$ cat config.mk
export PLATFORM = sky130hd
export DESIGN_NAME = signal_phase_scheduler
export DESIGN_NICKNAME = d
export VERILOG_FILES = /design/src/rtl/signal_phase_scheduler.sv
export SDC_FILE = /design/constraint.sdc
export NUM_CORES = 1
export LEC_CHECK = 0
export CAP_MARGIN = 0
export CORE_ASPECT_RATIO = 0.6
export CORE_UTILIZATION = 53
export DETAILED_ROUTE_END_ITERATION = 12
export PLACE_DENSITY_LB_ADDON = 0.2
export SLEW_MARGIN = 30
export SYNTH_ARGS = -nofsm -noshare
export SYNTH_HDL_FRONTEND = slang
export SYNTH_SLANG_ARGS = --single-unit
$ cat constraint.sdc
create_clock -name clk -period 2.8 [get_ports clk]
set_clock_uncertainty 0.15 [all_clocks]
set_input_delay 0.7 -clock clk [delete_from_list [all_inputs] [get_ports clk]]
set_output_delay 0.7 -clock clk [all_outputs]
set_load 0.1 [all_outputs]
$ cat src/rtl/signal_phase_scheduler.sv
// ---------------------------------------------------------------------------
// signal_phase_scheduler : two-road phase sequencer with ped, preempt, night
// Revision 1.0
// ---------------------------------------------------------------------------
`default_nettype none

module signal_phase_scheduler #(
  parameter int CW       = 6,
  parameter int GREEN_T  = 25,
  parameter int YELLOW_T = 5,
  parameter int ALLRED_T = 2,
  parameter int PED_CUT  = 5
) (
  input  logic          clk,
  input  logic          rst_n,
  input  logic          tick,
  input  logic          ped_req1,
  input  logic          ped_req2,
  input  logic          emerg_req,
  input  logic          emerg_dir,
  input  logic          night_mode,
  output logic [2:0]    light1,
  output logic [2:0]    light2,
  output logic          ped_walk1,
  output logic          ped_walk2,
  output logic [CW-1:0] remain,
  output logic [2:0]    phase
);

  typedef enum logic [2:0] {
    AR1   = 3'd0,
    G1    = 3'd1,
    Y1    = 3'd2,
    AR2   = 3'd3,
    G2    = 3'd4,
    Y2    = 3'd5,
    EMERG = 3'd6,
    NIGHT = 3'd7
  } state_t;

  localparam logic [CW-1:0] GREEN_LD  = CW'(GREEN_T - 1);
  localparam logic [CW-1:0] YELLOW_LD = CW'(YELLOW_T - 1);
  localparam logic [CW-1:0] ALLRED_LD = CW'(ALLRED_T - 1);
  localparam logic [CW-1:0] PED_LD    = CW'(PED_CUT);
  localparam logic [2:0]    LAMP_R    = 3'b100;
  localparam logic [2:0]    LAMP_Y    = 3'b010;
  localparam logic [2:0]    LAMP_G    = 3'b001;

  state_t        state, state_n;
  logic [CW-1:0] cnt, cnt_n;
  logic          pend1, pend2, walk1, walk2, emerg_road, flash;
  logic          walk1_n, walk2_n, emerg_road_n, flash_n, clr1, clr2;
  logic          expired;

  assign expired = tick && (cnt == '0);

  always_ff @(posedge clk or negedge rst_n) begin
    if (!rst_n) begin
      state      <= AR1;
      cnt        <= ALLRED_LD;
      pend1      <= 1'b0;
      pend2      <= 1'b0;
      walk1      <= 1'b0;
      walk2      <= 1'b0;
      emerg_road <= 1'b0;
      flash      <= 1'b1;
    end else begin
      state      <= state_n;
      cnt        <= cnt_n;
      pend1      <= ped_req1 | (pend1 & ~clr1);
      pend2      <= ped_req2 | (pend2 & ~clr2);
      walk1      <= walk1_n;
      walk2      <= walk2_n;
      emerg_road <= emerg_road_n;
      flash      <= flash_n;
    end
  end

  always_comb begin
    state_n      = state;
    cnt_n        = cnt;
    walk1_n      = walk1;
    walk2_n      = walk2;
    emerg_road_n = emerg_road;
    flash_n      = flash;
    clr1         = 1'b0;
    clr2         = 1'b0;
    case (state)
      AR1, AR2: begin
        if (expired) begin
          if (emerg_req) begin
            state_n      = EMERG;
            cnt_n        = '0;
            emerg_road_n = emerg_dir;
          end else if (night_mode) begin
            state_n = NIGHT;
            cnt_n   = '0;
            flash_n = 1'b1;
          end else if (state == AR1) begin
            // Road 1 green serves pedestrians crossing road 2.
            state_n = G1;
            cnt_n   = GREEN_LD;
            walk2_n = pend2;
            clr2    = 1'b1;
          end else begin
            state_n = G2;
            cnt_n   = GREEN_LD;
            walk1_n = pend1;
            clr1    = 1'b1;
          end
        end else if (tick) begin
          cnt_n = cnt - CW'(1);
        end
      end
      G1, G2: begin
        if (emerg_req && (emerg_dir == (state == G2))) begin
          state_n      = EMERG;
          cnt_n        = '0;
          emerg_road_n = emerg_dir;
        end else if (emerg_req || expired) begin
          state_n = (state == G1) ? Y1 : Y2;
          cnt_n   = YELLOW_LD;
        end else if (tick) begin
          if (((state == G1) ? pend1 : pend2) && (cnt > PED_LD))
            cnt_n = PED_LD;
          else
            cnt_n = cnt - CW'(1);
        end
      end
      Y1, Y2: begin
        if (expired) begin
          state_n = (state == Y1) ? AR2 : AR1;
          cnt_n   = ALLRED_LD;
        end else if (tick) begin
          cnt_n = cnt - CW'(1);
        end
      end
      EMERG: begin
        cnt_n = '0;
        if (!emerg_req) begin
          state_n = emerg_road ? Y2 : Y1;
          cnt_n   = YELLOW_LD;
        end
      end
      default: begin
        cnt_n = '0;
        if (emerg_req || !night_mode) begin
          state_n = AR1;
          cnt_n   = ALLRED_LD;
        end else if (tick) begin
          flash_n = ~flash;
        end
      end
    endcase
  end

  always_comb begin
    light1    = LAMP_R;
    light2    = LAMP_R;
    ped_walk1 = 1'b0;
    ped_walk2 = 1'b0;
    case (state)
      G1:    begin light1 = LAMP_G; ped_walk2 = walk2; end
      Y1:    light1 = LAMP_Y;
      G2:    begin light2 = LAMP_G; ped_walk1 = walk1; end
      Y2:    light2 = LAMP_Y;
      EMERG: begin
        if (emerg_road) light2 = LAMP_G;
        else            light1 = LAMP_G;
      end
      NIGHT: begin
        light1 = flash ? LAMP_Y : 3'b000;
        light2 = flash ? LAMP_Y : 3'b000;
      end
      default: ;
    endcase
  end

  assign remain = cnt;
  assign phase  = state;

endmodule

`default_nettype wire

==> flow_summary.yaml <==
synthesis:
  syn-cell-area_um2: 1430
  async_flop_share_pct: 100
  syn-instance-count: 185
  avgSynthCellArea_um2: 7.74
  synth_edf_count: 0
  synth_warnings: 0
  synth_fp_nets: 195
  post_synth_num_cell_types: 59
  synth_ff_type: "dfrtp_1"
  seq_area_frac_synth_pct: 26.4
  synth_seq_cells: 15
route:
  antenna_left: 0
  drt_pass1_iterations: 5
  vias_per_cell: 6.73
  drt_first_iter_violations: 290
  vias: 1614
  remaining_drc_errors: 0
  wl_per_cell_um: 18.5
  routed_wl_um: 4450
placement:
  numPortBuffers: 24
  hpwlAfterDp_um: 3260
  finalWeightedCongestion: 0.982
setup_path:
  critPathMaxFanout: 27
  crit_path_end_kind: "primary output"
  startpoint_type: "flip-flop"
  critical_path_class: "reg -> out"
  cp.arrival_ns: 1.77
  cp.required_ns: 1.95
sta:
  hold_viol: 0
  setup_viol: 0
  fin_setup_tns_ns: 0
  fmax_mhz: 381
  slew_violations: 0
  fin_crit_ns: 2.62
  slew-limit-headroom_pct: 48.2
  rsz0062_at_grt: "false"
  worst_pin_slew_ns: 0.774
  timing.final.crit_share_pct: 93.7
clocking:
  clkLatencyLatePin_ns: 0.25
  cts-hold-fix-buffers: 0
  clk_path_buf_depth: 2
  post-cts-setup-buffers: 0
  cts_tree: "done"
  numCtsBuffers: 3
  h-tree-depth: 1
  ctsResizeCount: 0
  clkSlewWorstSetupHoldPaths_ns: 0.07
  cts_root_buffer: "clkbuf_8"
  clock_sinks: 15
cells_and_area:
  area_growth_syn_to_layout_pct: 31.4
  final_common_cell: "buf_4"
  antenna_cells: 0
  nFillCells: 186
  drive_gt1_share_pct: 21.6
  finalNetCount: 219
  mostFrequentLayoutCells: "buf_4, nor2_1, nand2_1, a21oi_1"
die:
  io_pins: 25
  num_rows: 14
  dieWidth_um: 69.1
  die_h_um: 42.3
  dieArea_um2: 2920
  initial_core_util_pct: 56.4
  core_area_um2: 2540
worst_hold_path:
  hold_class: "reg -> reg"
global_routing:
  grt_antenna_before_repair: 0
  grt_pass1_vias: 1472
  track_usage_pct: 32.0
  overflow: 0
  grt_max_degree: 36
  grt_pass1_wl_um: 7280
run_status:
  status: "completed"
run:
  cap_violations: 0
## path summary, 6_finish.rpt
check,start,end,slack (ns),cells past startpoint
hold reg to reg,walk2,walk2,0.34,1
setup / recovery,phase[1],light1[2],0.18,4
min in group asynchronous,rst_n,remain[4],0.75,1
max in group asynchronous,rst_n,phase[0],1.19,1
hold / removal,walk2,walk2,0.34,1
setup reg to reg,remain[1],remain[5],0.40,7
## metal layers
metal / wire [um] / vias up / global-route usage (%)
li1: - / 738 / -
met4: 29 / 0 / 6.53
met2: 1880 / 112 / 46.6
met1: 2040 / 758 / 47.1
met3: 494 / 6 / 9.13
met5: 0 / - / 0
## sequential cells by signal, summed over array words and instances (netlist names)
signal	cells
phase	3
walk1	1
pend2	1
remain	6
emerg_road	1
walk2	1
pend1	1
flash	1
## synth_stat cells (6+ instances only)
cell type | number | area [um2]
clkbuf_1 | 8 | 30.0
inv_1 | 6 | 22.5
a31oi_1 | 6 | 37.5
o21ai_0 | 11 | 55.1
nand2_1 | 11 | 41.3
o21ai_1 | 7 | 35.0
nor2_1 | 15 | 56.3
a21oi_1 | 12 | 60.1
dfrtp_1 | 13 | 325
nand3_1 | 6 | 30.0
## critical path, cell delays in order, from the launching register on
cell	delay, ns
dfrtp_2	0.65
inv_1	0.11
a21oi_1	0.37
o221ai_4	0.19
buf_12	0.19
## kinds of logic (layout without fill, tap and decap cells)
logic type	after synthesis	after routing	synth area share (%)
adders and majority gates	2	2	1.75
DFF	15	15	26.4
and+or+nand+nor	67	67	25.9
AOI/OAI and AO/OA	73	73	34.2
buffers and inverters	20	43	6.20
xor gates and xnor gates	4	4	2.45
muxes	4	4	3.06
## metrics by stage
stage | util (%) | instance area [um2] | hold WS [ns] | instances | worst slack, ns
final | 74.1 | 1880 | 0.338 | 240 | 0.177
after global routing | 74.1 | 1880 | 0.371 | 240 | 0.124
after CTS | 74.1 | 1880 | 0.341 | 240 | 0.221
after detailed placement | 72.3 | 1840 | 0.326 | 236 | 0.0400
after global placement | 72.3 | 1840 | 0.320 | 236 | 0.0722
after floorplan | - | 1530 | 0.254 | 185 | 0.0167
## cell type report
type	instances	area (um2)	share of cell area [%]
Tap cell	32	40.0	2.13
Clock buffer	4	45.0	2.39
Multi-Input combinational cell	150	1030	54.5
Sequential cell	15	387	20.5
Timing Repair Buffer	32	358	19.0
Inverter	7	26.3	1.40
Power is not shown: default switching activity piles up to over one toggle a cycle in this logic, so the estimate is an artifact.
